**src/rtl/mips_ctrl_pkg.sv**
```systemverilog
`default_nettype none
// ==== mips_ctrl_pkg -- shared opcode, state and mux encodings for the MIPS control path ====
// ==== rev 1.0 ====
package mips_ctrl_pkg;

  localparam logic [5:0] OP_AND  = 6'b100100;
  localparam logic [5:0] OP_OR   = 6'b100101;
  localparam logic [5:0] OP_NOR  = 6'b100111;
  localparam logic [5:0] OP_ADD  = 6'b100000;
  localparam logic [5:0] OP_SUB  = 6'b100010;
  localparam logic [5:0] OP_SLT  = 6'b101010;
  localparam logic [5:0] OP_ADDI = 6'b001000;
  localparam logic [5:0] OP_DIV  = 6'b101111;
  localparam logic [5:0] OP_MULT = 6'b101000;
  localparam logic [5:0] OP_LW   = 6'b100011;
  localparam logic [5:0] OP_SW   = 6'b101011;
  localparam logic [5:0] OP_MFHI = 6'b010000;
  localparam logic [5:0] OP_MFLO = 6'b010010;
  localparam logic [5:0] OP_BEQ  = 6'b000100;
  localparam logic [5:0] OP_J    = 6'b000010;

  typedef enum logic [3:0] {
    FETCH    = 4'd0,
    DECODE   = 4'd1,
    EXEC_R   = 4'd2,
    EXEC_I   = 4'd3,
    MEM_ADDR = 4'd4,
    MEM_RD   = 4'd5,
    MEM_WR   = 4'd6,
    WB_ALU   = 4'd7,
    WB_MEM   = 4'd8,
    BRANCH   = 4'd9,
    JUMP     = 4'd10,
    MULDIV   = 4'd11,
    WB_HILO  = 4'd12,
    ILLEGAL  = 4'd13
  } state_t;

  typedef enum logic [1:0] {
    ALU_ADD   = 2'b00,
    ALU_SUB   = 2'b01,
    ALU_FUNCT = 2'b10
  } alu_op_t;

  typedef enum logic [1:0] {
    SRCB_RT      = 2'b00,
    SRCB_FOUR    = 2'b01,
    SRCB_IMM     = 2'b10,
    SRCB_IMM_SH2 = 2'b11
  } alu_src_b_t;

  typedef enum logic [1:0] {
    PCSRC_ALU    = 2'b00,
    PCSRC_ALUOUT = 2'b01,
    PCSRC_JUMP   = 2'b10
  } pc_source_t;

  function automatic logic is_r_class(input logic [5:0] op);
    case (op)
      OP_AND, OP_OR, OP_NOR, OP_ADD, OP_SUB, OP_SLT: return 1'b1;
      default: return 1'b0;
    endcase
  endfunction

  function automatic state_t decode_target(input logic [5:0] op);
    if (is_r_class(op)) return EXEC_R;
    case (op)
      OP_ADDI:          return EXEC_I;
      OP_LW, OP_SW:     return MEM_ADDR;
      OP_BEQ:           return BRANCH;
      OP_J:             return JUMP;
      OP_MULT, OP_DIV:  return MULDIV;
      OP_MFHI, OP_MFLO: return WB_HILO;
      default:          return ILLEGAL;
    endcase
  endfunction

endpackage
`default_nettype wire

```
**src/rtl/muldiv_wait_counter.sv**
```systemverilog
`default_nettype none
// ==== muldiv_wait_counter -- countdown of remaining mult/div busy cycles ====
// ==== rev 1.0 ====
module muldiv_wait_counter #(
  parameter int MULDIV_CYCLES = 32,
  parameter int CNT_W = (MULDIV_CYCLES > 1) ? $clog2(MULDIV_CYCLES) : 1
) (
  input  logic clk,
  input  logic rst,
  input  logic load,
  input  logic dec,
  output logic done,
  output logic first
);

  localparam logic [CNT_W-1:0] LOAD_VAL = CNT_W'(MULDIV_CYCLES - 1);

  logic [CNT_W-1:0] count;

  always_ff @(posedge clk) begin
    if (rst) begin
      count <= '0;
    end else if (load) begin
      count <= LOAD_VAL;
    end else if (dec && !done) begin
      count <= count - 1'b1;
    end
  end

  assign done  = (count == '0);
  assign first = (count == LOAD_VAL);

endmodule
`default_nettype wire

```
**src/rtl/multicycle_control.sv**
```systemverilog
`default_nettype none
// ==== multicycle_control -- multi-cycle MIPS main control FSM with memory/mult-div stalls ====
// ==== rev 1.0 ====
module multicycle_control
  import mips_ctrl_pkg::*;
#(
  parameter int MULDIV_CYCLES = 32,
  parameter int OPC_W         = 6,
  parameter int ALUOP_W       = 2
) (
  input  logic               clk,
  input  logic               rst,
  input  logic [OPC_W-1:0]   opcode,
  input  logic               mem_ready,
  output logic               pc_write,
  output logic               pc_write_cond,
  output logic               i_or_d,
  output logic               mem_read,
  output logic               mem_write,
  output logic               ir_write,
  output logic               reg_dest,
  output logic               mem_to_reg,
  output logic               hilo_to_reg,
  output logic               alu_src_a,
  output logic [1:0]         alu_src_b,
  output logic [ALUOP_W-1:0] alu_op,
  output logic [1:0]         pc_source,
  output logic               reg_write,
  output logic               muldiv_start,
  output logic               illegal_op,
  output logic [3:0]         state
);

  state_t cur_state;
  state_t next_state;
  logic   wb_to_rd;
  logic   cnt_done;
  logic   cnt_first;

  muldiv_wait_counter #(
    .MULDIV_CYCLES(MULDIV_CYCLES)
  ) u_wait (
    .clk  (clk),
    .rst  (rst),
    .load (cur_state == DECODE && next_state == MULDIV),
    .dec  (cur_state == MULDIV),
    .done (cnt_done),
    .first(cnt_first)
  );

  // WB_ALU is shared by R-type and addi; remember which register field to write.
  always_ff @(posedge clk) begin
    if (rst) begin
      cur_state <= FETCH;
      wb_to_rd  <= 1'b0;
    end else begin
      cur_state <= next_state;
      if (cur_state == DECODE) wb_to_rd <= is_r_class(opcode);
    end
  end

  always_comb begin
    next_state = cur_state;
    case (cur_state)
      FETCH:    if (mem_ready) next_state = DECODE;
      DECODE:   next_state = decode_target(opcode);
      EXEC_R:   next_state = WB_ALU;
      EXEC_I:   next_state = WB_ALU;
      MEM_ADDR: next_state = (opcode == OP_SW) ? MEM_WR : MEM_RD;
      MEM_RD:   if (mem_ready) next_state = WB_MEM;
      MEM_WR:   if (mem_ready) next_state = FETCH;
      MULDIV:   if (cnt_done) next_state = FETCH;
      default:  next_state = FETCH;
    endcase
  end

  always_comb begin
    pc_write      = 1'b0;
    pc_write_cond = 1'b0;
    i_or_d        = 1'b0;
    mem_read      = 1'b0;
    mem_write     = 1'b0;
    ir_write      = 1'b0;
    reg_dest      = 1'b0;
    mem_to_reg    = 1'b0;
    hilo_to_reg   = 1'b0;
    alu_src_a     = 1'b0;
    alu_src_b     = SRCB_RT;
    alu_op        = ALUOP_W'(ALU_ADD);
    pc_source     = PCSRC_ALU;
    reg_write     = 1'b0;
    muldiv_start  = 1'b0;
    illegal_op    = 1'b0;
    if (!rst) begin
      case (cur_state)
        FETCH: begin
          mem_read  = 1'b1;
          alu_src_b = SRCB_FOUR;
          ir_write  = mem_ready;
          pc_write  = mem_ready;
        end
        DECODE:   alu_src_b = SRCB_IMM_SH2;
        EXEC_R: begin
          alu_src_a = 1'b1;
          alu_op    = ALUOP_W'(ALU_FUNCT);
        end
        EXEC_I, MEM_ADDR: begin
          alu_src_a = 1'b1;
          alu_src_b = SRCB_IMM;
        end
        WB_ALU: begin
          reg_write = 1'b1;
          reg_dest  = wb_to_rd;
        end
        MEM_RD: begin
          mem_read = 1'b1;
          i_or_d   = 1'b1;
        end
        WB_MEM: begin
          reg_write  = 1'b1;
          mem_to_reg = 1'b1;
        end
        MEM_WR: begin
          mem_write = 1'b1;
          i_or_d    = 1'b1;
        end
        BRANCH: begin
          alu_src_a     = 1'b1;
          alu_op        = ALUOP_W'(ALU_SUB);
          pc_write_cond = 1'b1;
          pc_source     = PCSRC_ALUOUT;
        end
        JUMP: begin
          pc_write  = 1'b1;
          pc_source = PCSRC_JUMP;
        end
        MULDIV: begin
          alu_src_a    = 1'b1;
          alu_op       = ALUOP_W'(ALU_FUNCT);
          muldiv_start = cnt_first;
        end
        WB_HILO: begin
          reg_write   = 1'b1;
          hilo_to_reg = 1'b1;
          reg_dest    = 1'b1;
        end
        ILLEGAL:  illegal_op = 1'b1;
        default: ;
      endcase
    end
  end

  assign state = cur_state;

endmodule
`default_nettype wire

```
**config.mk**
```make
export PLATFORM = sky130hd
export DESIGN_NAME = multicycle_control
export DESIGN_NICKNAME = d
export VERILOG_FILES = /design/src/rtl/mips_ctrl_pkg.sv /design/src/rtl/muldiv_wait_counter.sv /design/src/rtl/multicycle_control.sv
export SDC_FILE = /design/constraint.sdc
export NUM_CORES = 1
export LEC_CHECK = 0
export CAP_MARGIN = 40
export CORE_ASPECT_RATIO = 1.25
export CORE_MARGIN = 2
export CORE_UTILIZATION = 40
export CTS_BUF_LIST = sky130_fd_sc_hd__clkbuf_2
export DETAILED_ROUTE_END_ITERATION = 10
export PLACE_DENSITY_LB_ADDON = 0.2
export SYNTH_ARGS = -nofsm -noshare
export SYNTH_HDL_FRONTEND = slang
export SYNTH_SLANG_ARGS = --single-unit
```
**constraint.sdc**
```tcl
create_clock -name clk -period 3.4 [get_ports clk]
set_clock_uncertainty 0.2 [all_clocks]
set_input_delay 0.68 -clock clk [delete_from_list [all_inputs] [get_ports clk]]
set_output_delay 0.68 -clock clk [all_outputs]
set_load 0.03 [all_outputs]
```
; ---- Word level (Yosys, flattened, before mapping)
; Index checks and enable logic that the tools add are counted.
[word_totals]
ff_bits = 10
output_inout_bits = 23
wordCells = 98
[op_classes]
addsub = 1
n_eq_ne = 30
mux = 47
n_reduce_logical = 17
[ops]
columns = cell, count
row1 = equality test 6 bit (second input constant), 10
row2 = equality test 4 bit (second input constant), 7
row3 = 2-to-1 mux 1 bit, 28
row4 = case mux 4 bit (7 select lines), 1
row5 = 2-to-1 mux 4 bit, 6
row6 = case mux 4 bit (6 select lines), 1
row7 = equality test 4 x 3 -> 1 bit (second input constant), 4
row8 = OR reduction 2 bit, 8
row9 = equality test 6 x 5 -> 1 bit (second input constant), 2
row10 = 2-to-1 mux 5 bit, 2
row11 = equality test 4 x 2 -> 1 bit (second input constant), 2
row12 = 2-to-1 mux 2 bit, 4
row13 = case mux 2 bit (2 select lines), 2
row14 = equality test 6 x 2 -> 1 bit (second input constant), 1
row15 = equality test 6 x 3 -> 1 bit (second input constant), 1
row16 = equality test 6 x 4 -> 1 bit (second input constant), 1
row17 = case mux 2 bit (3 select lines), 1
row18 = OR reduction 6 bit, 1
row19 = equality test 5 bit (second input constant), 1
row20 = zero test 5 bit, 1
row21 = OR reduction 5 bit, 1
row22 = subtractor 5 x 1 -> 5 bit (second input constant), 1
row23 = equality test 4 x 1 -> 1 bit (second input constant), 1
row24 = zero test 4 bit, 1
row25 = 5 further kinds, 7

; ---- Depth between registers and ports, before layout
[logic_depth]
depth_word = 11
depth_mapped = 7

; ---- Cells and area by module
; From an unflattened synthesis, not the netlist that was laid out.
[hier_totals]
cells_unflattened = 152
area_unflattened_um2 = 1121.1
[by_module_without_submodules]
columns = module, n_inst, cells_each, area_each_um2, seq_area_each_um2
row1 = multicycle_control, 1, 123, 833.3, 100.1
row2 = muldiv_wait_counter, 1, 29, 287.8, 100.1

; ---- Least setup slack after synthesis
; OpenSTA, ideal clock, no wires.
[synth_timing]
path_kind = register to output
from = reg cur_state[0] (netlist: state[0])
to = out mem_read
t_arrival_ns = 2.066
required_time_ns = 2.520
setup_slack_ns = 0.454
path_stages_with_launch = 5
path_buffers = 2
path_cell_list = dfxtp_1 buf_2 buf_1 xor2_1 nor4_1
[synth_between]
elab_chain_cells = 4
word_cells_on_any_way = 5
classes_between = 1 x eq/ne / 2 x mux / 2 x reduce/logical
[synth_rtl]
columns = element, line
row1 = from (decl), multicycle_control.sv:34  ; state_t cur_state;
row2 = from (signal assigned), multicycle_control.sv:57  ; cur_state <= next_state;
row3 = equality test 4 x 3 -> 1 bit / zero test 4 bit (equally long branches), multicycle_control.sv:95  ; case (cur_state)
row4 = OR reduction 2 bit (no source line) *, -
row5 = 2-to-1 mux 1 bit *, multicycle_control.sv:95
row6 = 2-to-1 mux 1 bit *, multicycle_control.sv:94  ; if (!rst) begin
row7 = to (decl), multicycle_control.sv:18  ; output logic mem_read,
; Every way passes the cells marked *; elsewhere a longest branch is shown, timed or not.

; ---- Worst setup path in the final report
[layout_timing]
from = in rst
to = out pc_write
[layout_between]
elab_chain_cells = 1
[layout_rtl]
columns = element, line
row1 = from (decl), multicycle_control.sv:12  ; input logic rst,
row2 = 2-to-1 mux 1 bit, multicycle_control.sv:94
row3 = to (decl), multicycle_control.sv:15  ; output logic pc_write,
; No other way between the ends.

==> flow_summary.yaml <==
timing:
  hold_violations: 0
  fmax_mhz: 306.8
  setup_violations: 0
  fin_crit_ns: 3.259
  drv_slew: 0
  worst_pin_slew_ns: 0.6274
  finalCritPeriodShare_pct: 95.85
  rsz0062_at_grt: "false"
  timing.setup.tns_ns: 0
  slew_headroom_pct: 58.11
clocking:
  cts_setup_buffers: 0
  hold_buffers: 0
  clkSlewWorstSetupHoldPaths_ns: 0.11
  htree_levels: 1
  cts_tree: "done"
  clk_latency_ns: 0.26
  postCtsResizedCells: 0
  cts_buffers: 3
  clock-sinks: 10
  cts-root-buf: "clkbuf_2"
  clock_path_buffers: 2
drt:
  routedWlPerCell_um: 13.18
  firstDrtPassIters: 4
  ant_nets: 0
  viasPerCell: 5.657
  drc: 0
  wirelength_mm: 2.728
  routed-via-count: 1171
  drt-initial-drc-count: 23
power:
  p_leak_uw: 0.0005377
  cellPowerDensity_nw_per_um2: 461.3
  ir_worst_vdd_v: 0.0002459
cells_and_area:
  fillers: 272
  syn_to_final_growth_pct: 28.23
  nNetsFinal: 185
  fin_cells: 207
  multi_input_area_um2: 779.5
  final_cell_mix: "22 x clkdlybuf4s50_1, 16 x nor2_1, 16 x buf_4"
  seq_area_um2: 200.2
  antennaDiodeCount: 0
  drive_above_1_share_pct: 16.76
  layout_commonest_cell: "clkdlybuf4s50_1"
yosys:
  async_flop_share_pct: 0
  ys_warn_count: 0
  syn_avg_cell_area_um2: 7.289
  synth_area_um2: 1086
  ys_ff_latch: 10
  synth_ff_type: "dfxtp_1"
  synthCells: 149
  ys_types: 51
  synth-edff-count: 0
  syn-num-nets: 160
  yosysSeqAreaShare_pct: 18.43
worst_setup_path:
  path_cells: "clkdlybuf4s50_1 > inv_1 > nand3b_1 > nor2_1 > or2_2 > clkdlybuf4s50_1"
  cp-start-kind: "input pin"
  cp_max_fo: 5
  crit_buf_inv: 3
  cp-end-kind: "output port"
  required_ns: 2.52
  worst_path_most_repeated_cell: "clkdlybuf4s50_1"
  cp_slowest_cell: "clkdlybuf4s50_1"
  cpPeakStageDelay_ns: 0.59
  worstPathArrival_ns: 2.38
  path_class: "in2out"
  critPathTopFamily: "buffers and inverters"
floorplan:
  die_y_um: 62.26
  die_area_um2: 3150
  fp.coreArea_um2: 2628
  rows: 21
  die_w_um: 50.61
  io_pins: 32
  initial_utilization_pct: 41.33
global_routing:
  track_usage_pct: 18.37
  grt_pass1_wl_mm: 4.636
  grt_max_degree: 21
  antenna_found_initial: 0
  first_global_vias: 1035
  overflow: 0
run:
  drv_cap: 0
run_status:
  status: "finished clean"
placement:
  dp.cells: 203
  io_buffers: 31
  gp_congestion: 0.8032
  hpwl_mm: 2.128
hold_path:
  hold_path.class: "reg2reg"
stage by stage:
step                util, %  total power [uW]  instance area [um2]  worst slack (ns)  hold slack, ns
floorplan                 -             449.4                 1086            0.4542          0.2641
global placement      52.29             572.2                 1374            0.1483          0.2945
detailed placement    52.29             574.1                 1374            0.1172          0.3254
CTS                   53.00             645.4                 1393            0.1153          0.3548
global route          53.00             692.4                 1393           0.07031          0.3877
finish                53.00             642.4                 1393            0.1410          0.3451
kinds of logic (layout without fill, tap and decap cells):
group | Yosys count | after routing | synth area share (%)
simple gates | 76 | 76 | 41.82
flops | 10 | 10 | 18.43
xor+xnor | 4 | 4 | 3.226
mux | 4 | 4 | 3.917
compound gates | 32 | 32 | 20.51
fa+ha+maj | 2 | 2 | 2.304
buf+inv | 21 | 45 | 9.792
path summary, 6_finish.rpt:
check / startpoint / to / slack (ns) / cells after the start
hold / removal: wb_to_rd / wb_to_rd / 0.35 / 2
setup reg to reg: u_wait.count[0] / u_wait.count[4] / 0.99 / 7
setup / recovery: rst / pc_write / 0.14 / 6
hold reg to reg: wb_to_rd / wb_to_rd / 0.35 / 2
state kept, by name (all words and copies together) (netlist names):
signal and count:
u_wait.count 5, state 4, wb_to_rd 1
worst register-to-register path, cell delays in order, from the launching register on:
cell       delay, ns
dfxtp_1         0.35
inv_1           0.09
ha_1            0.21
or4b_4          0.50
nand2_1         0.19
o2111ai_1       0.19
o2111ai_2       0.35
a21bo_1         0.24
synth_stat cells (3+ instances only):
cell type | count | area (um2)
inv_1 | 3 | 11.26
a21oi_1 | 7 | 35.03
nand2b_1 | 6 | 37.54
dfxtp_1 | 10 | 200.2
clkbuf_1 | 8 | 30.03
a211oi_1 | 3 | 22.52
nand2_1 | 8 | 30.03
buf_2 | 4 | 20.02
or4b_1 | 3 | 30.03
nor2b_1 | 4 | 25.02
nor4_1 | 3 | 18.77
nand4b_1 | 3 | 26.28
nor3_1 | 9 | 45.04
o21ai_0 | 8 | 40.04
nor2_1 | 16 | 60.06
nand3_1 | 6 | 30.03
layout make-up:
| class | count | area share, % |
|---|---|---|
| multi-input cells | 118 | 55.97 |
| repair buffers | 38 | 24.44 |
| flip-flops and latches | 10 | 14.38 |
| well taps | 34 | 3.055 |
| clock buffers | 3 | 1.078 |
| inverters | 3 | 0.8086 |
| clock inverters | 1 | 0.2695 |
where the power goes:
part / internal, uW / total [uW] / switching (uW)
Sequential: 132 / 180 / 48.4
Combinational: 171 / 390 / 219
Clock: 25.5 / 71.7 / 46.2
per-layer routing:
metal	global-route usage, %	vias to the layer above	routed length (um)
li1	-	597	-
met4	7.095	0	27
met2	32.89	27	1432
met3	2.885	2	109
met5	0	-	0
met1	21.25	545	1158
Power figures use the tool's default switching activity.
